==> src/rtl/adc_acq_controller.sv <==
// adc_acq_controller: nSYNC sequencing, frame watchdog and
// per-channel streaming of captured ADC frames.
module adc_acq_controller #(
  parameter int N_CH       = 4,
  parameter int FRAME_BITS = 64,
  parameter int SYNC_LEN   = 8,
  parameter int TIMEOUT    = 1024,
  localparam int CH_W      = (N_CH > 1) ? $clog2(N_CH) : 1
) (
  input  logic                       MCLK,
  input  logic                       nRST,
  input  logic                       ENABLE,
  input  logic                       RESYNC,
  input  logic                       CLR_ERR,
  input  logic                       FRAME_VALID,
  input  logic [N_CH*FRAME_BITS-1:0] FRAME_DATA,
  output logic                       nSYNC,
  output logic                       OUT_VALID,
  input  logic                       OUT_READY,
  output logic [FRAME_BITS-1:0]      OUT_DATA,
  output logic [CH_W-1:0]            OUT_CH,
  output logic                       OUT_LAST,
  output logic [15:0]                FRAME_CNT,
  output logic                       OVERRUN,
  output logic                       TIMEOUT_ERR,
  output logic                       BUSY
);

  localparam int SC_W = (SYNC_LEN > 1) ? $clog2(SYNC_LEN) : 1;
  localparam int WD_W = $clog2(TIMEOUT);

  localparam logic [SC_W-1:0] SYNC_LAST = SC_W'(SYNC_LEN - 1);
  localparam logic [WD_W-1:0] WD_LAST   = WD_W'(TIMEOUT - 1);
  localparam logic [CH_W-1:0] CH_LAST   = CH_W'(N_CH - 1);

  typedef enum logic [1:0] {
    S_IDLE,
    S_SYNC,
    S_WAIT,
    S_SEND
  } state_e;

  state_e                  state_q, state_d;
  logic [SC_W-1:0]         sync_cnt_q, sync_cnt_d;
  logic [WD_W-1:0]         wd_q, wd_d;
  logic [FRAME_BITS-1:0]   frame_q [N_CH];
  logic [FRAME_BITS-1:0]   frame_d [N_CH];
  logic                    nsync_q, nsync_d;
  logic                    valid_q, valid_d;
  logic [FRAME_BITS-1:0]   data_q, data_d;
  logic [CH_W-1:0]         ch_q, ch_d;
  logic [CH_W-1:0]         ch_nxt;
  logic                    last_q, last_d;
  logic [15:0]             cnt_q, cnt_d;
  logic                    ovr_q, ovr_d;
  logic                    terr_q, terr_d;
  logic                    busy_q, busy_d;
  logic                    load;
  logic                    ovr_set;
  logic                    terr_set;

  assign nSYNC       = nsync_q;
  assign OUT_VALID   = valid_q;
  assign OUT_DATA    = data_q;
  assign OUT_CH      = ch_q;
  assign OUT_LAST    = last_q;
  assign FRAME_CNT   = cnt_q;
  assign OVERRUN     = ovr_q;
  assign TIMEOUT_ERR = terr_q;
  assign BUSY        = busy_q;

  // Next-state, stream outputs and error set conditions
  always_comb begin
    state_d    = state_q;
    sync_cnt_d = sync_cnt_q;
    wd_d       = wd_q;
    frame_d    = frame_q;
    valid_d    = valid_q;
    data_d     = data_q;
    ch_d       = ch_q;
    last_d     = last_q;
    cnt_d      = cnt_q;
    load       = 1'b0;
    ovr_set    = 1'b0;
    terr_set   = 1'b0;
    ch_nxt     = ch_q + 1'b1;

    unique case (state_q)
      S_IDLE: begin
        if (ENABLE) begin
          state_d    = S_SYNC;
          sync_cnt_d = '0;
        end
      end
      S_SYNC: begin
        if (sync_cnt_q == SYNC_LAST) begin
          state_d = S_WAIT;
          wd_d    = '0;
        end else begin
          sync_cnt_d = sync_cnt_q + 1'b1;
        end
      end
      S_WAIT: begin
        wd_d = wd_q + 1'b1;
        if (RESYNC) begin
          state_d    = S_SYNC;
          sync_cnt_d = '0;
        end else if (FRAME_VALID) begin
          load = 1'b1;
        end else if (wd_q == WD_LAST) begin
          terr_set   = 1'b1;
          state_d    = S_SYNC;
          sync_cnt_d = '0;
        end else if (!ENABLE) begin
          state_d = S_IDLE;
        end
      end
      S_SEND: begin
        if (RESYNC) begin
          state_d    = S_SYNC;
          sync_cnt_d = '0;
          valid_d    = 1'b0;
          last_d     = 1'b0;
        end else begin
          // A frame landing exactly on the last handshake is a clean
          // back-to-back hand-over, anything earlier is dropped.
          if (FRAME_VALID && !(OUT_READY && last_q)) begin
            ovr_set = 1'b1;
          end
          if (OUT_READY) begin
            if (last_q) begin
              cnt_d = cnt_q + 1'b1;
              if (FRAME_VALID) begin
                load = 1'b1;
              end else begin
                valid_d = 1'b0;
                last_d  = 1'b0;
                wd_d    = '0;
                state_d = ENABLE ? S_WAIT : S_IDLE;
              end
            end else begin
              ch_d   = ch_nxt;
              data_d = frame_q[ch_nxt];
              last_d = (ch_nxt == CH_LAST);
            end
          end
        end
      end
      default: state_d = S_IDLE;
    endcase

    if (load) begin
      for (int k = 0; k < N_CH; k++) begin
        frame_d[k] = FRAME_DATA[FRAME_BITS*k +: FRAME_BITS];
      end
      state_d = S_SEND;
      valid_d = 1'b1;
      ch_d    = '0;
      data_d  = FRAME_DATA[FRAME_BITS-1:0];
      last_d  = (N_CH == 1);
    end
  end

  // Registered nSYNC/BUSY and sticky flags (set beats clear)
  always_comb begin
    nsync_d = (state_d != S_SYNC);
    busy_d  = (state_d != S_IDLE);
    ovr_d   = ovr_set | (ovr_q & ~CLR_ERR);
    terr_d  = terr_set | (terr_q & ~CLR_ERR);
  end

  // State and output registers
  always_ff @(posedge MCLK or negedge nRST) begin
    if (!nRST) begin
      state_q    <= S_IDLE;
      sync_cnt_q <= '0;
      wd_q       <= '0;
      for (int k = 0; k < N_CH; k++) begin
        frame_q[k] <= '0;
      end
      nsync_q    <= 1'b1;
      valid_q    <= 1'b0;
      data_q     <= '0;
      ch_q       <= '0;
      last_q     <= 1'b0;
      cnt_q      <= '0;
      ovr_q      <= 1'b0;
      terr_q     <= 1'b0;
      busy_q     <= 1'b0;
    end else begin
      state_q    <= state_d;
      sync_cnt_q <= sync_cnt_d;
      wd_q       <= wd_d;
      frame_q    <= frame_d;
      nsync_q    <= nsync_d;
      valid_q    <= valid_d;
      data_q     <= data_d;
      ch_q       <= ch_d;
      last_q     <= last_d;
      cnt_q      <= cnt_d;
      ovr_q      <= ovr_d;
      terr_q     <= terr_d;
      busy_q     <= busy_d;
    end
  end

endmodule

==> config.mk <==
export PLATFORM = sky130hd
export DESIGN_NAME = adc_acq_controller
export DESIGN_NICKNAME = d
export VERILOG_FILES = /design/src/rtl/adc_acq_controller.sv
export SDC_FILE = /design/constraint.sdc
export NUM_CORES = 1
export LEC_CHECK = 0
export CAP_MARGIN = 20
export CELL_PAD_IN_SITES_DETAIL_PLACEMENT = 1
export CELL_PAD_IN_SITES_GLOBAL_PLACEMENT = 1
export CORE_UTILIZATION = 42
export CTS_CLUSTER_DIAMETER = 50
export DETAILED_ROUTE_END_ITERATION = 8
export GPL_TIMING_DRIVEN = 0
export PLACE_DENSITY = 0.86
export SLEW_MARGIN = 30
export SYNTH_ARGS = -nofsm -noshare
export SYNTH_HDL_FRONTEND = slang
export SYNTH_SLANG_ARGS = --single-unit
==> constraint.sdc <==
create_clock -name MCLK -period 4 [get_ports MCLK]
set_input_delay 0.6 -clock MCLK [delete_from_list [all_inputs] [get_ports MCLK]]
set_output_delay 0.6 -clock MCLK [all_outputs]
set_load 0.005 [all_outputs]
# After elaboration in Yosys (flattened, before gate mapping)
# Index checks and enable logic that the tools add are counted.
dict set report totals {
  regBits 359
  output_inout_bits 88
  wordCells 127
}
dict set report op_classes {
  add_sub_neg 4
  order_cmp 1
  eq_ne 20
  mux 63
  bitwise_logic 7
  reduce_logical 16
}
# op count
set op_table {}
lappend op_table {{64-bit two-way mux} 7}
lappend op_table {{64-bit binary-select mux with 2-bit select} 1}
lappend op_table {{10-bit two-way mux} 5}
lappend op_table {{2-bit two-way mux} 17}
lappend op_table {{10-bit case mux with 3 select lines} 1}
lappend op_table {{1-bit two-way mux} 23}
lappend op_table {{3-bit two-way mux} 6}
lappend op_table {{16-bit by 1-bit adder with 16-bit output (second input constant)} 1}
lappend op_table {{2-bit != test (second input constant)} 8}
lappend op_table {{3-bit case mux with 4 select lines} 1}
lappend op_table {{4-bit AND reduction} 3}
lappend op_table {{10-bit by 1-bit adder with 10-bit output (second input constant)} 1}
lappend op_table {{10-bit == test (second input constant)} 1}
lappend op_table {{3-bit nonzero test} 3}
lappend op_table {{2-bit case mux with 4 select lines} 1}
lappend op_table {{2-bit == test (second input constant)} 3}
lappend op_table {{2-bit by 1-bit != test with 1-bit output (second input constant)} 3}
lappend op_table {{3-bit != test (second input constant)} 2}
lappend op_table {{6-bit AND reduction} 1}
lappend op_table {{2-bit nonzero test} 3}
lappend op_table {{5-bit AND reduction} 1}
lappend op_table {{3-bit by 1-bit adder with 3-bit output (second input constant)} 1}
lappend op_table {{3-bit == test (second input constant)} 1}
lappend op_table {{3-bit >= comparator (second input constant)} 1}
lappend op_table {{12 further kinds} 16}

# Longest topological paths before layout
dict set report logic_depth {
  depth_word 10
  depth_mapped 10
  ltp_nobuf 7
}

# Worst setup path before layout
# No wires, ideal clock.
dict set report synth_timing {
  path_type {reg-to-reg}
  from {register ch_q[0] (netlist: OUT_CH[0])}
  to {register data_q[56] (netlist: OUT_DATA[56])}
  setup_time_ns 0.127
  arrival_ns 2.436
  required_ns 3.873
  setup_slack_ns 1.437
  stages_incl_launch_ff 11
  n_path_buf 5
  synth_period_minus_slack_ns 2.563
  path_cell_list {dfrtp_1 -> clkbuf_1 -> buf_4 -> buf_4 -> inv_1 -> ha_1 -> buf_2 -> clkbuf_1 -> mux4_2 -> a222oi_1 -> inv_1}
}
dict set report synth_via {
  elab_chain_len 10
}
# element line_no
set synth_lines {}
lappend synth_lines {{start: declaration} 51} ;# logic [CH_W-1:0] ch_q, ch_d;
lappend synth_lines {{start signal: assignment} 198} ;# ch_q <= ch_d;
lappend synth_lines {{2-bit by 1-bit adder with 2-bit output} 86} ;# ch_nxt = ch_q + 1'b1;
lappend synth_lines {{2-bit inverter with 3-bit output (not written as such)} 143} ;# data_d = frame_q[ch_nxt];
lappend synth_lines {{64-bit binary-select mux with 2-bit select} 143}
lappend synth_lines {{64-bit two-way mux (not written as such) (2 in a row)} 143}
lappend synth_lines {{64-bit two-way mux} 131} ;# if (last_q) begin
lappend synth_lines {{64-bit two-way mux} 130} ;# if (OUT_READY) begin
lappend synth_lines {{64-bit two-way mux} 119} ;# if (RESYNC) begin
lappend synth_lines {{64-bit two-way mux} 88} ;# unique case (state_q)
lappend synth_lines {{64-bit two-way mux} 152} ;# if (load) begin
lappend synth_lines {{end signal: assignment} 197} ;# data_q <= data_d;
lappend synth_lines {{end: declaration} 50} ;# logic [FRAME_BITS-1:0] data_q, data_d;
# Every way passes these cells. The select of a mux whose other input is x is not followed.
# A chain may end at the register's enable or synchronous reset.

# Worst setup path in the final report
dict set report layout_timing {
  from {register ch_q[0] (netlist: OUT_CH[0])}
  to {register data_q[60] (netlist: OUT_DATA[60])}
}
# The elaborated chain is that of the path after synthesis.

==> results by group <==
Final layout
  • Nets: about 2,300
  • Synthesis-to-finish area growth: 36.7%
  • Final instance area: ~22,000 sq um
  • Share of cells above drive strength 1: a little under an eighth

Placed design
  • GPL Wtd Cong: between 0.8 and 0.9
  • Post-place setup slack: approximately 0.46 ns
  • Port bufs: 349
  • Cell Area, Placed: between 20,000 and 25,000 sq um
  • DP HPWL: ~42,000 microns

Synth
  • Unique masters post-synth: 50
  • Post-Syn Instances: approximately 1,600
  • Share of Yosys cell area claimed by the top area cell type: about 57%
  • Post-synth EDFFs: 0
  • Cell taking the most area after synthesis: dfrtp_1
  • Post-synth top cells: nand2_1 (823), dfrtp_1 (358), buf_2 (69)
  • Post-synth ARST share: between 90% and 100%
  • Synth Warn #: 0
  • Count leader, synth: nand2_1
  • Synth area leaders: dfrtp_1 (57%), nand2_1 (20%), mux4_2 (9.1%), a222oi_1 (2.2%), buf_2 (2.2%)
  • Seq/Total Area, Yosys: between 50% and 60%
  • Syn nets: 1,859
  • Seq cells post-synth: about 360
  • Avg Cell Area, Syn: around 10 sq um
  • Mapped Area: 15,800 sq um
  • Post-synth top flop: dfrtp_1

Die
  • # rows: 70
  • Die Y: ~200 microns
  • I/O Pins: around 350
  • Core area: about 37,000 sq um
  • Chip Width: between 150 and 200 microns
  • DIE AREA: roughly 38,000 sq um
  • Starting Density: ~43%

Timing
  • Tmin final: about 3.5 ns
  • Unrepaired setup endpoints after global routing: false
  • Fmax: approximately 280 MHz
  • Worst Tran Pin Value: 0.878 ns
  • Final Hold Fails: 0
  • Final slew viol count: 0
  • Slew HR: 41.4%
  • Final setup fails: 0
  • Clock Skews: between 0.01 and 0.015 ns
  • Setup WS post-layout: around 0.46 ns
  • Tcrit/Tclk final: around 89%

Setup path
  • Reg2Reg Capture Point: OUT_DATA[60]$_DFFE_PN0P_
  • Required @ worst endpoint: approximately 4.4 ns
  • Worst R2R Start: OUT_CH[0]$_DFFE_PN0P_
  • Critical path type: reg -> reg
  • Max stage delay on crit path: about 0.70 ns
  • Register-to-register setup slack: 0.46 ns
  • Worst Setup End Kind: register
  • Path depth of the worst reg2reg path: 10
  • Arr. time, crit path: around 4 ns
  • CP max FO: 10
  • Max stage delay cell, worst path: clkbuf_1
  • Startpoint Class: register
  • Worst path cell trace: clkbuf_1 > buf_4 > buf_4 > inv_1 > ha_1 > buf_2 > clkbuf_1 > mux4_2 > a222oi_1 > inv_1

Clock network
  • CTS clk-pin slew, worst paths: about 0.060 ns
  • Post-CTS setup buffers: 0
  • # clock sinks: approximately 360
  • TritonCTS buffer count: 45
  • CTS resizes: 0
  • Clk root buf: clkbuf_16
  • Skew-Pair Late Insertion Delay: between 0.5 and 0.6 ns
  • CTS tree: done
  • Level count of the clock H-tree: 2
  • Clock Path Buffers: 3

Global routing
  • Vias in the first global route: between 15,000 and 20,000
  • Largest net degree at the start of global routing: 85
  • Met2 Resource Use GR: 55.1%
  • M3 GR Usage: roughly 6.4%
  • First-pass GRT wire length: just over 90,000 microns
  • Total track usage: around 32%
  • Initial antenna violation count: 7
  • Met1 global-route usage: between 30% and 40%
  • Busiest layer in global routing: met2
  • Grt ovf: 0

Min path
  • WHS Path Cells: 3
  • Hold Path Class: in -> reg
  • Min-delay src: FRAME_VALID
  • Hold worst-path end: OVERRUN$_DFF_PN0_

Detailed routing
  • Routed WL per cell: between 20 and 25 microns
  • DRC Markers: 0
  • Via count: between 10,000 and 15,000
  • Routed Antenna Nets: 0
  • Final WL: about 61,000 microns
  • Drt first pass iters: 8
  • Initial DRC count: a little over 1,000
  • Via-to-Cell Ratio: ~5.6

Flow run
  • Maxcap violations: 0

Pwr
  • Power density over the cells: 636 nW/um^2
  • Static Leak: approximately 11 nW
  • Max VDD drop: about 0.00028 V

Outcome
  • Status: complete, no violations
-- stage by stage --
stage | power [mW] | utilization, % | cells | TNS, ns | hold slack [ns]
floorplan | 7.37 | - | 1591 | 0 | 0.304
global placement | 9.12 | 54.1 | 2408 | -4813.75 | 0.452
detailed placement | 9.40 | 54.4 | 2413 | 0 | 0.460
CTS | 13.8 | 58.7 | 2493 | 0 | 0.448
global route | 14.3 | 58.7 | 2497 | 0 | 0.460
finish | 13.7 | 58.7 | 2497 | 0 | 0.461
-- critical path: cells and delay by family (launching register included) --
kind            cells  cell delay (ns)
buf+inv             7             1.96
mux                 1             0.41
compound gates      1             0.40
flops               1             0.35
fa+ha+maj           1             0.29
-- cells by family after synthesis --
logic type                 count (synthesis)  share of synthesized area [%]
muxes                                     97                           11.2
DFF                                      359                           56.8
xor gates and xnor gates                  23                           1.27
and+or+nand+nor                          879                           21.9
adders and majority gates                  5                          0.396
buffers and inverters                    144                           4.30
AOI/OAI and AO/OA                         84                           4.09
-- routing by layer --
layer,share of wire (%),vias up
met4,4.5,8
met1,38,7193
met5,0.081,-
li1,-,5996
met3,7.4,164
met2,50,650
-- worst max path at each step --
| stage | from | endpoint |
|---|---|---|
| global route | OUT_CH[0]$_DFFE_PN0P_ | OUT_DATA[42]$_DFFE_PN0P_ |
| CTS | OUT_CH[0]$_DFFE_PN0P_ | OUT_DATA[42]$_DFFE_PN0P_ |
| detailed placement | OUT_CH[0]$_DFFE_PN0P_ | OUT_DATA[42]$_DFFE_PN0P_ |
| finish | OUT_CH[0]$_DFFE_PN0P_ | OUT_DATA[60]$_DFFE_PN0P_ |
| floorplan | OUT_CH[0]$_DFFE_PN0P_ | OUT_DATA[56]$_DFFE_PN0P_ |
| global placement | nRST | frame_q[175]$_DFFE_PN0P_ |
-- report_power, final --
group / internal (mW) / switching [mW] / leakage, nW
clock: 2.64 / 1.65 / 0.749
combinational: 2.05 / 2.10 / 5.42
sequential: 4.64 / 0.669 / 4.90
total: 9.33 / 4.42 / 11.1
-- cell usage in the layout (no fill, tap or decap), drive strengths merged, types with 2 or more instances in the layout --
master / n
nand2: 824
dfrtp: 358
clkdlybuf4s50: 348
buf: 87
clkbuf: 79
mux4: 64
inv: 47
o21ai: 37
a222oi: 35
mux2i: 32
nor2: 15
xnor2: 12
xor2: 11
nand3: 8
nand4: 8
clkinv: 7
bufinv: 6
ha: 5
and3: 5
clkinvlp: 4
nor3: 4
diode: 3
nand4b: 3
and4: 3
nand2b: 3
a21oi: 2
and2: 2
-- area by class of cell --
cell class / instances / area [sq um]
Clock buffer: 61 / 1290
Multi-Input combinational cell: 1088 / 6140
Antenna cell: 3 / 7.51
Sequential cell: 359 / 8980
Fill cell: 4019 / 15200
Tap cell: 468 / 586
Inverter: 46 / 173
Timing Repair Buffer: 356 / 3650
Clock inverter: 18 / 262
Buffer: 98 / 507
-- state kept, by name, summed over array words and instances (netlist names) --
| signal | flops |
|---|---|
| state_q | 2 |
| nSYNC | 1 |
| frame_q | 256 |
| BUSY | 1 |
| OUT_CH | 2 |
| sync_cnt_q | 3 |
| wd_q | 10 |
| TIMEOUT_ERR | 1 |
| OUT_LAST | 1 |
| OUT_DATA | 64 |
| OVERRUN | 1 |
| OUT_VALID | 1 |
| FRAME_CNT | 16 |
-- repair_timing --
| item | CTS | global route |
|---|---|---|
| hold buffers | 1 | 0 |
| hold endpoints to repair | 41 | 0 |
| setup endpoints to repair | 0 | 0 |
(Power assumes the default switching activity.)
